## src/rtl/mem_arbiter_if.sv

```systemverilog
// Bundle of request, response and memory-side signals around mem_arbiter.
// The slave view belongs to the arbiter. The master view belongs to whatever
// surrounds it: the two requesting ports and the memory that returns mem_rdata.
interface mem_arbiter_if #(
  parameter int ADDR_SIZE = 16,
  parameter int WORD_SIZE = 16
);
  // instruction-fetch port
  logic                 if_req;
  logic [ADDR_SIZE-1:0] if_addr;
  logic [WORD_SIZE-1:0] if_rdata;
  logic                 if_ack;
  // data port
  logic                 d_req;
  logic                 d_we;
  logic [ADDR_SIZE-1:0] d_addr;
  logic [WORD_SIZE-1:0] d_wdata;
  logic [WORD_SIZE-1:0] d_rdata;
  logic                 d_ack;
  // memory side
  logic                 mem_en;
  logic                 mem_we;
  logic [ADDR_SIZE-1:0] mem_addr;
  logic [WORD_SIZE-1:0] mem_wdata;
  logic [WORD_SIZE-1:0] mem_rdata;
  // status
  logic                 busy;
  logic                 owner;

  modport master (
    output if_req, if_addr, d_req, d_we, d_addr, d_wdata, mem_rdata,
    input  if_rdata, if_ack, d_rdata, d_ack, mem_en, mem_we, mem_addr,
           mem_wdata, busy, owner
  );

  modport slave (
    input  if_req, if_addr, d_req, d_we, d_addr, d_wdata, mem_rdata,
    output if_rdata, if_ack, d_rdata, d_ack, mem_en, mem_we, mem_addr,
           mem_wdata, busy, owner
  );
endinterface

```

## src/rtl/mem_arbiter.sv

```systemverilog
// Two-port (fetch / data) arbiter in front of a single-ported memory with a
// fixed number of wait states. A grant captures the winning request, runs
// WAIT_STATES+1 access cycles, then pulses the owner's ack for one cycle.
// Ties are broken round-robin on the port that was served last.
module mem_arbiter #(
  parameter int ADDR_SIZE   = 16,
  parameter int WORD_SIZE   = 16,
  parameter int WAIT_STATES = 2
) (
  input logic           clock,
  input logic           reset,
  mem_arbiter_if.slave  bus
);

  localparam logic [3:0] WS_INIT = 4'(WAIT_STATES);

  typedef enum logic [1:0] {
    IDLE   = 2'd0,
    ACCESS = 2'd1,
    ACK    = 2'd2
  } state_t;

  state_t               state_reg, state_next;
  logic                 owner_reg;
  logic                 last_owner_reg;
  logic                 we_reg;
  logic [3:0]           cnt_reg;
  logic [ADDR_SIZE-1:0] addr_reg;
  logic [WORD_SIZE-1:0] wdata_reg;

  logic                 grant_valid;
  logic                 grant_port;
  logic                 last_cycle;

  // Pick the winner among the requests seen this cycle (0 = fetch, 1 = data).
  always_comb begin
    grant_valid = bus.if_req | bus.d_req;
    if (bus.if_req && bus.d_req) begin
      grant_port = ~last_owner_reg;
    end else begin
      grant_port = bus.d_req;
    end
  end

  assign last_cycle = (state_reg == ACCESS) && (cnt_reg == 4'd0);

  // State register plus the request capture, wait counter and fairness bit.
  always_ff @(posedge clock) begin
    if (reset) begin
      state_reg      <= IDLE;
      owner_reg      <= 1'b0;
      last_owner_reg <= 1'b1;
      we_reg         <= 1'b0;
      cnt_reg        <= 4'd0;
      addr_reg       <= '0;
      wdata_reg      <= '0;
    end else begin
      state_reg <= state_next;
      case (state_reg)
        IDLE: begin
          if (grant_valid) begin
            owner_reg <= grant_port;
            we_reg    <= grant_port & bus.d_we;
            addr_reg  <= grant_port ? bus.d_addr : bus.if_addr;
            wdata_reg <= grant_port ? bus.d_wdata : '0;
            cnt_reg   <= WS_INIT;
          end
        end
        ACCESS: begin
          if (cnt_reg != 4'd0) begin
            cnt_reg <= cnt_reg - 4'd1;
          end
        end
        ACK: begin
          last_owner_reg <= owner_reg;
        end
        default: begin
        end
      endcase
    end
  end

  // Next-state: requests only matter in IDLE; ACK always falls back to IDLE.
  always_comb begin
    state_next = state_reg;
    case (state_reg)
      IDLE:    if (grant_valid) state_next = ACCESS;
      ACCESS:  if (cnt_reg == 4'd0) state_next = ACK;
      ACK:     state_next = IDLE;
      default: state_next = IDLE;
    endcase
  end

  // One read-data holding register per port (0 = fetch, 1 = data); a store
  // never overwrites the data port's last loaded word.
  genvar gi;
  for (gi = 0; gi < 2; gi++) begin : g_rdata
    logic [WORD_SIZE-1:0] rdata_reg;

    // Latch memory read data on the owner's final access cycle of a load.
    always_ff @(posedge clock) begin
      if (reset) begin
        rdata_reg <= '0;
      end else if (last_cycle && (owner_reg == 1'(gi)) && !we_reg) begin
        rdata_reg <= bus.mem_rdata;
      end
    end
  end

  // Outputs decoded from state and the captured request registers only.
  always_comb begin
    bus.mem_en    = (state_reg == ACCESS);
    bus.mem_we    = last_cycle & we_reg;
    bus.mem_addr  = addr_reg;
    bus.mem_wdata = wdata_reg;
    bus.if_ack    = (state_reg == ACK) & ~owner_reg;
    bus.d_ack     = (state_reg == ACK) & owner_reg;
    bus.busy      = (state_reg != IDLE);
    bus.owner     = owner_reg;
    bus.if_rdata  = g_rdata[0].rdata_reg;
    bus.d_rdata   = g_rdata[1].rdata_reg;
  end

endmodule

```

## src/flat_wrapper.sv

```systemverilog
// flat-port wrapper written by rule: the top's interface ports become plain ports
module mem_arbiter_flat 
#(
  parameter int ADDR_SIZE   = 16,
  parameter int WORD_SIZE   = 16,
  parameter int WAIT_STATES = 2
)
  (clock, reset, bus_if_req, bus_if_addr, bus_d_req, bus_d_we, bus_d_addr, bus_d_wdata, bus_mem_rdata, bus_if_rdata, bus_if_ack, bus_d_rdata, bus_d_ack, bus_mem_en, bus_mem_we, bus_mem_addr, bus_mem_wdata, bus_busy, bus_owner);
  mem_arbiter_if #(.ADDR_SIZE(ADDR_SIZE), .WORD_SIZE(WORD_SIZE)) bus_i ();
  input logic clock;
  input logic reset;
  input wire logic [$bits(bus_i.if_req)-1:0] bus_if_req;
  input wire logic [$bits(bus_i.if_addr)-1:0] bus_if_addr;
  input wire logic [$bits(bus_i.d_req)-1:0] bus_d_req;
  input wire logic [$bits(bus_i.d_we)-1:0] bus_d_we;
  input wire logic [$bits(bus_i.d_addr)-1:0] bus_d_addr;
  input wire logic [$bits(bus_i.d_wdata)-1:0] bus_d_wdata;
  input wire logic [$bits(bus_i.mem_rdata)-1:0] bus_mem_rdata;
  output wire logic [$bits(bus_i.if_rdata)-1:0] bus_if_rdata;
  output wire logic [$bits(bus_i.if_ack)-1:0] bus_if_ack;
  output wire logic [$bits(bus_i.d_rdata)-1:0] bus_d_rdata;
  output wire logic [$bits(bus_i.d_ack)-1:0] bus_d_ack;
  output wire logic [$bits(bus_i.mem_en)-1:0] bus_mem_en;
  output wire logic [$bits(bus_i.mem_we)-1:0] bus_mem_we;
  output wire logic [$bits(bus_i.mem_addr)-1:0] bus_mem_addr;
  output wire logic [$bits(bus_i.mem_wdata)-1:0] bus_mem_wdata;
  output wire logic [$bits(bus_i.busy)-1:0] bus_busy;
  output wire logic [$bits(bus_i.owner)-1:0] bus_owner;
  assign bus_i.if_req = bus_if_req;
  assign bus_i.if_addr = bus_if_addr;
  assign bus_i.d_req = bus_d_req;
  assign bus_i.d_we = bus_d_we;
  assign bus_i.d_addr = bus_d_addr;
  assign bus_i.d_wdata = bus_d_wdata;
  assign bus_i.mem_rdata = bus_mem_rdata;
  assign bus_if_rdata = bus_i.if_rdata;
  assign bus_if_ack = bus_i.if_ack;
  assign bus_d_rdata = bus_i.d_rdata;
  assign bus_d_ack = bus_i.d_ack;
  assign bus_mem_en = bus_i.mem_en;
  assign bus_mem_we = bus_i.mem_we;
  assign bus_mem_addr = bus_i.mem_addr;
  assign bus_mem_wdata = bus_i.mem_wdata;
  assign bus_busy = bus_i.busy;
  assign bus_owner = bus_i.owner;
  mem_arbiter #(.ADDR_SIZE(ADDR_SIZE), .WORD_SIZE(WORD_SIZE), .WAIT_STATES(WAIT_STATES)) u_core (.clock(clock), .reset(reset), .bus(bus_i));
endmodule
```

## config.mk

```make
export PLATFORM = sky130hd
export DESIGN_NAME = mem_arbiter_flat
export DESIGN_NICKNAME = d
export VERILOG_FILES = /design/src/rtl/mem_arbiter_if.sv /design/src/rtl/mem_arbiter.sv /design/src/flat_wrapper.sv
export SDC_FILE = /design/constraint.sdc
export NUM_CORES = 1
export LEC_CHECK = 0
export ABC_AREA = 1
export CORE_MARGIN = 2
export CORE_UTILIZATION = 25
export DETAILED_ROUTE_END_ITERATION = 7
export DONT_BUFFER_PORTS = 1
export PLACE_DENSITY = 0.4
export SKIP_LAST_GASP = 1
export SYNTH_ARGS = -nofsm -noshare
export SYNTH_HDL_FRONTEND = slang
export SYNTH_SLANG_ARGS = --single-unit
```

## constraint.sdc

```tcl
create_clock -name clock -period 1.9 [get_ports clock]
set_input_delay 0.095 -clock clock [delete_from_list [all_inputs] [get_ports clock]]
set_output_delay 0.095 -clock clock [all_outputs]
set_load 0.005 [all_outputs]
```

---- Word level (Yosys, flattened, before mapping) ----
Cells that the tools add are included.
word-level totals
  bits in latches ......................... 0
  register bits ........................... 73
  word-level logic and storage cells ...... 46
  memory bits (writable) .................. 0
  memories kept ........................... 0
  output and inout port bits .............. 70
  ROM bits ................................ 0
cells by class
  bitwise operators ....................... 7
  add/subtract/negate cells ............... 1
  equal/unequal tests ..................... 5
  div/mod/pow operators ................... 0
  multiplexer cells ....................... 9
  shift operators ......................... 0
  $lt $le $gt $ge ......................... 0
  reduce and logical (&&, ||, !) cells .... 15
  $mul .................................... 0
operators by type and width
  kind                                                   number
  2-to-1 mux 16 bit                                      2
  2-to-1 mux 4 bit                                       2
  case mux 4 bit (2 select lines)                        1
  logical AND 1 bit                                      6
  inequality test 2 x 1 -> 1 bit, second input constant  3
  AND 1 bit                                              4
  zero test 4 bit                                        1
  2-to-1 mux 2 bit                                       2
  case mux 2 bit (2 select lines)                        1
  AND reduction 2 bit                                    2
  nonzero test 2 bit                                     2
  nonzero test 4 bit                                     1
  subtractor 4 x 1 -> 4 bit, second input constant       1
  AND reduction 3 bit                                    1
  == test 2 x 1 -> 1 bit, second input constant          1
  == test 2 bit, second input constant                   1
  zero test 2 bit                                        1
  NOT 1 bit                                              2
  zero test 1 bit                                        1
  2-to-1 mux 1 bit                                       1
  OR 1 bit                                               1

---- Depth between registers and ports, before layout ----
Gate-level depths: netlist (run 1).
  depth in word-level cells ............... 4
  gate-level depth with buffers ........... 8
  mapped depth without buffers ............ 8

---- Worst setup path after synthesis (run 1) ----
Ideal clock, no wire load.
  kind .................................... reg2reg
  from .................................... register u_core.cnt_reg[0]
  to ...................................... register u_core.g_rdata[1].rdata_reg[1], in the netlist u_core.bus.d_rdata[1]
  cell stages (with the launch flop) ...... 9
  path slack .............................. 0.555 ns
  required time ........................... 1.787 ns
  arrival ................................. 1.233 ns
  buffers on the path ..................... 1
  clock period less this slack ............ 1.345 ns
  cells stage by stage .................... dfxtp_1 > inv_1 > ha_1 > nand2_1 > nor2_2 > buf_4 > nand4_1 > nand2_1 > nor2_1
between the ends
  word-level cells in the longest chain between the ends .. 4
ends and longest elaborated chain
  element                          line                RTL
  from (decl)                      mem_arbiter.sv:27   logic [3:0] cnt_reg;
  from (signal assigned)           mem_arbiter.sv:71   cnt_reg <= cnt_reg - 4'd1;
  zero test 4 bit                  mem_arbiter.sv:45   assign last_cycle = (state_reg == ACCESS) && (cnt_reg == 4'd0);
  logical AND 1 bit                mem_arbiter.sv:45
  logical AND 1 bit (2 in series)  mem_arbiter.sv:104  end else if (last_cycle && (owner_reg == 1'(gi)) && !we_reg) begin
  to (signal assigned)             mem_arbiter.sv:105  rdata_reg <= bus.mem_rdata;
  to (decl)                        mem_arbiter.sv:98   logic [WORD_SIZE-1:0] rdata_reg;
Every way passes these cells.
A chain may end at the register's enable or synchronous reset.

---- Final worst setup path (run 1) ----
  from .................................... register u_core.cnt_reg[0]
  to ...................................... output bus_mem_we
between the ends
  word-level cells in the longest chain between the ends .. 3
ends and longest elaborated chain
  element            line                RTL
  zero test 4 bit    mem_arbiter.sv:45
  logical AND 1 bit  mem_arbiter.sv:45
  AND 1 bit          mem_arbiter.sv:113  bus.mem_we = last_cycle & we_reg;
  to (decl)          flat_wrapper.sv:24  output wire logic [$bits(bus_i.mem_we)-1:0] bus_mem_we;
Every way passes these cells.

==> results of run 1 <==
==> worst register-to-register path, stage by stage (launching register included) <==
cell           delay (ps)
dfxtp_1               480
nor2_2                 90
o21ai_2                80
buf_4                 260
nand2_1                80
a21oi_1               130
dlygate4sd3_1         560
==> cell usage in the layout (no fill, tap or decap), drive strengths merged, types with 2 or more instances in the layout <==
| master | instances |
|---|---|
| a21oi | 38 |
| dlygate4sd3 | 51 |
| nor2 | 97 |
| o21ai | 19 |
| clkinv | 3 |
| inv | 26 |
| nand4 | 33 |
| dfxtp | 73 |
| bufinv | 2 |
| nand2 | 114 |
| clkbuf | 11 |
| buf | 8 |
==> stage by stage <==
stage / instances / power, µW / utilization / instance area, µm² / hold slack [ps]
2_1_floorplan: 433 / 2650 / - / 3110 / 231
3_3_place_gp: 580 / 2810 / 0.268 / 3230 / 166
3_5_place_dp: 580 / 2820 / 0.268 / 3230 / 169
4_1_cts: 645 / 4780 / 0.337 / 4060 / 3.60
5_1_grt: 647 / 5020 / 0.338 / 4080 / 36.5
6_report: 647 / 4710 / 0.338 / 4080 / 21.8
==> per-layer routing <==
metal	vias to the layer above	part of all wire	global-route usage
met3	18	0.098	0.0549
met4	0	0.018	0.0635
met1	1305	0.44	0.163
met2	139	0.45	0.224
li1	1472	-	-
met5	-	0	0
==> final cells by class <==
type	count	area, µm²
sequential	73	1460
timing repair buffer	59	596
clock buffer	11	253
tap	168	210
fill	1292	7990
inverter	28	105
multi-input combinational	305	1390
clock inverter	3	65.1
==> what timing repair did <==
item / CTS / global route
hold buffers: 51 / 0
gates resized for setup: 0 / 1
buffers inserted: 0 / 2
endpoints found under the hold margin: 37 / 0
setup endpoints to repair: 0 / 2
==> cell families after synthesis <==
kind of cell / Yosys count / share of synthesized area
flip-flops: 73 / 0.469
adder cells (fa/ha/maj): 1 / 0.00402
AND/OR/NAND/NOR: 246 / 0.345
buffers and inverters: 55 / 0.0864
AO/OA/AOI/OAI: 58 / 0.0952
==> worst min path at each step <==
| stage | start | to | depth (start not counted) |
|---|---|---|---|
| 2_1_floorplan | bus_d_addr[0] | u_core.bus.mem_addr[0] | 2 |
| 3_3_place_gp | reset | u_core.bus.mem_wdata[12] | 1 |
| 4_1_cts | bus_mem_rdata[10] | u_core.bus.if_rdata[10] | 4 |
| 3_5_place_dp | reset | u_core.bus.mem_wdata[8] | 1 |
| 6_report | bus_mem_rdata[4] | u_core.bus.if_rdata[4] | 4 |
| 5_1_grt | bus_mem_rdata[6] | u_core.bus.d_rdata[6] | 4 |
==> power groups by stage <==
stage	clock network [µW]	logic, µW	registers, µW
floorplan	0	752	1900
global placement	0	861	1950
detailed placement	0	868	1950
CTS	1900	960	1920
global route	1960	1110	1950
finish	1830	966	1920
==> run metrics, run 1 <==
H-tree depth 3; Max-slew headroom 0.459; P_int 3310 µW; max-slew violation count 0; initial antenna violation count 0; Least-Margin Pin Slew 809 ps; Avg Vias per Cell 4.53; HP Class primary input to register; Critical Path Start u_core.cnt_reg[0]; first-pass GRT wire length 14.4 mm; buffers plus inverters on the worst setup path 3; WP depth 7; top cells by count, synth 112 x nand2_1, 90 x nor2_1, 73 x dfxtp_1, 38 x a21oi_1, 32 x nand4_1; ranking of synthesized cells by area dfxtp_1 47%, nand2_1 13%, nor2_1 11%; Worst setup EP type primary output; syn_area_per_cell 7.19 µm²; GRT Overall Usage 0.139; Final nets 546; wire length per cell 14.1 µm; first drt pass iteration count 6; Worst Clk Skew 5.16 ps; hpwl dp 6.03 mm; post-synthesis sequential area ratio 0.469; initial core utilization 0.258; Unique masters post-synth 24; Top FF cell, synth dfxtp_1; post-synthesis net count 503; number of DRC markers in iteration 0 138; r2r worst-path depth 6; CP arrival 1670 ps; total clock sinks 73; number of rows in the core area 40; status complete, no violations; crit path capture bus_mem_we; GPL Wtd Cong 0.710; grt ovf 0; flops & latches, synth 73; FF-to-FF Start u_core.state_reg[1]; number of flops mapped to enable cells by yosys 0; PortBufs 0; Worst EP required 1800 ps; Largest delay share family, worst path buffers and inverters; fin crit period 1760 ps; Routed Antenna Nets 0; cells along the critical path inv_1, ha_2, nand2_1, nor2_2, buf_12, inv_1, nor2_1; Die Y 116 µm; PnR worst setup slack 140 ps; DIE WIDTH 116 µm; most frequent CP cell inv_1; flop2flop setup slack 180 ps; CTS Buffer Depth 2; post-synthesis cell count 433; area grow syn2layout 30.9%; Reg clk slew, reported paths 50 ps; final hold violation count 0; Worst Setup Path Type register to primary output; drt total wl 9.13 mm; core area 12100 µm²; clk_lat worst skew 330 ps; Slowest-stage cell, CP dfxtp_1; setup_tns 0 ps; FFs w/ async S/R, synth 0; Place WS 419 ps; leading area contributor after synthesis dfxtp_1; FMAX 0.568 GHz; n_diodes 0; Synth Cell Area 3110 µm²; vias in the first global route 2878; yosys warns 0; Via Count 2934; maximum vdd drop 507 µV; Max FO, Critical Path 33; Switching Share 0.297; RSZ-0062 raised after global routing false; Clk pwr share 0.389; NetSw 1400 µW; sequential power share 0.407; Max Cap Violations 0; I/O pin cnt 139; die area 13400 µm²; Setup Viol. Count Final 0; crit start category register; fin crit share 0.926; Yosys top cell area share 0.469; r2r endpoint u_core.bus.mem_wdata[8]; clock tree from TritonCTS yes; share of layout cells above drive strength 1 0.0772; largest net degree at the start of global routing 38; P per Cell Area 1160 nW/µm²; most common cell in the netlist nand2_1; DR DRC count 0; root buf cell clkbuf_16; max incr delay on CP 330 ps; share of power burned in combinational logic 0.205; P_leak 0.00167 µW; TritonCTS buffer count 9
(Power assumes the default switching activity.)
==> run 2, diff against run 1 <==
--- a/config.mk
+++ b/config.mk
@@ -10,7 +10,9 @@
 export CORE_UTILIZATION = 25
 export DETAILED_ROUTE_END_ITERATION = 7
 export DONT_BUFFER_PORTS = 1
+export HOLD_SLACK_MARGIN = 0.1
 export PLACE_DENSITY = 0.4
+export SKIP_CTS_REPAIR_TIMING = 1
 export SKIP_LAST_GASP = 1
 export SYNTH_ARGS = -nofsm -noshare
 export SYNTH_HDL_FRONTEND = slang
==> run metrics, run 2 (synthesized netlist as in run 1, its figures left out) <==
status complete, no violations; CP arrival 1670 ps; most frequent cells in the layout 112 x nand2_1, 90 x nor2_1, 73 x dfxtp_1; HP Class primary input to register; buffers plus inverters on the worst setup path 3; Worst setup EP type primary output; Max Cap Violations 0; grt ovf 0; total clock sinks 73; Worst Clk Skew 5.08 ps; Max-slew headroom 0.482; Hold WS 182 ps; CTS Buffer Depth 2; vias in the first global route 2676; first drt pass iteration count 4; Fillers 1284; maximum vdd drop 460 µV; fin crit period 1760 ps; initial core utilization 0.258; die area 13400 µm²; Worst EP required 1800 ps; RSZ-0062 raised after global routing false; Final nets 559; clock tree from TritonCTS yes; max-slew violation count 0; drt total wl 9.19 mm; P_leak 0.00172 µW; Max FO, Critical Path 33; I/O pin cnt 139; DR DRC count 0; wire length per cell 13.9 µm; number of DRC markers in iteration 0 129; Reg clk slew, reported paths 60 ps; first-pass GRT wire length 13.7 mm; cells along the critical path inv_1, ha_2, nand2_1, nor2_2, buf_12, inv_1, nor2_1; hpwl dp 6.03 mm; fin crit share 0.927; Setup Viol. Count Final 0; most frequent CP cell inv_1; crit start category register; DIE WIDTH 116 µm; number of rows in the core area 40; Via Count 2973; fin cells 660; largest net degree at the start of global routing 38; area grow syn2layout 35.2%; area of the multi-input gates 1390 µm²; commonest non-fill, non-tap cell in the layout nand2_1; Worst Setup Path Type register to primary output; H-tree depth 3; flop2flop setup slack 470 ps; setup_tns 0 ps; GPL Wtd Cong 0.710; P per Cell Area 1120 nW/µm²; core area 12100 µm²; FF/Latch Area 1460 µm²; Slowest-stage cell, CP dfxtp_1; max incr delay on CP 330 ps; Avg Vias per Cell 4.50; TritonCTS buffer count 9; GRT Overall Usage 0.133; Die Y 116 µm; FMAX 0.568 GHz; share of layout cells above drive strength 1 0.0711; Least-Margin Pin Slew 774 ps; Routed Antenna Nets 0; root buf cell clkbuf_16; clk_lat worst skew 330 ps; n_diodes 0; final hold violation count 0; Largest delay share family, worst path buffers and inverters; initial antenna violation count 0; PortBufs 0; placed cells 580
[run 2: area by class of cell]
| class | count | area share |
|---|---|---|
| flip-flops and latches | 73 | 0.347 |
| multi-input cells | 305 | 0.329 |
| repair buffers | 72 | 0.173 |
| clock buffers | 11 | 0.0600 |
| well taps | 168 | 0.0499 |
| inverters | 28 | 0.0250 |
| clock inverters | 3 | 0.0154 |
[run 2: worst paths after layout]
check,from,end,depth (start not counted)
max reg2reg,u_core.cnt_reg[0],u_core.bus.d_rdata[9],8
min,bus_if_req,u_core.bus.mem_wdata[12],4
max,u_core.cnt_reg[0],bus_mem_we,7
min reg2reg,u_core.we_reg,u_core.we_reg,2
[run 2: worst min-delay path, stage by stage]
cell     delay (ps)
o21ai_2          40
buf_4           200
nand2_1          70
a21oi_1          50
[run 2: through the flow]
stage | area [µm²] | setup WS, ps | util | total power [µW]
after global placement | 3230 | 463 | 0.268 | 2810
after global routing | 4210 | 0.220 | 0.349 | 5040
after detailed placement | 3230 | 419 | 0.268 | 2820
final | 4210 | 139 | 0.349 | 4730
after CTS | 3550 | 43.5 | 0.294 | 4690
after floorplan | 3110 | 555 | - | 2650
[run 2: metal layers]
metal  track usage  vias to the layer above  routed length, µm
li1              -                     1496                  -
met2         0.208                      126               4140
met5             0                        -                  0
met1         0.158                     1336               4000
met3        0.0570                       15                866
met4        0.0635                        0                191
[run 2: power by group]
part           total, µW  internal (µW)  switching, µW
Combinational        981            381            599
Sequential          1920           1740            175
Clock               1830           1200            629
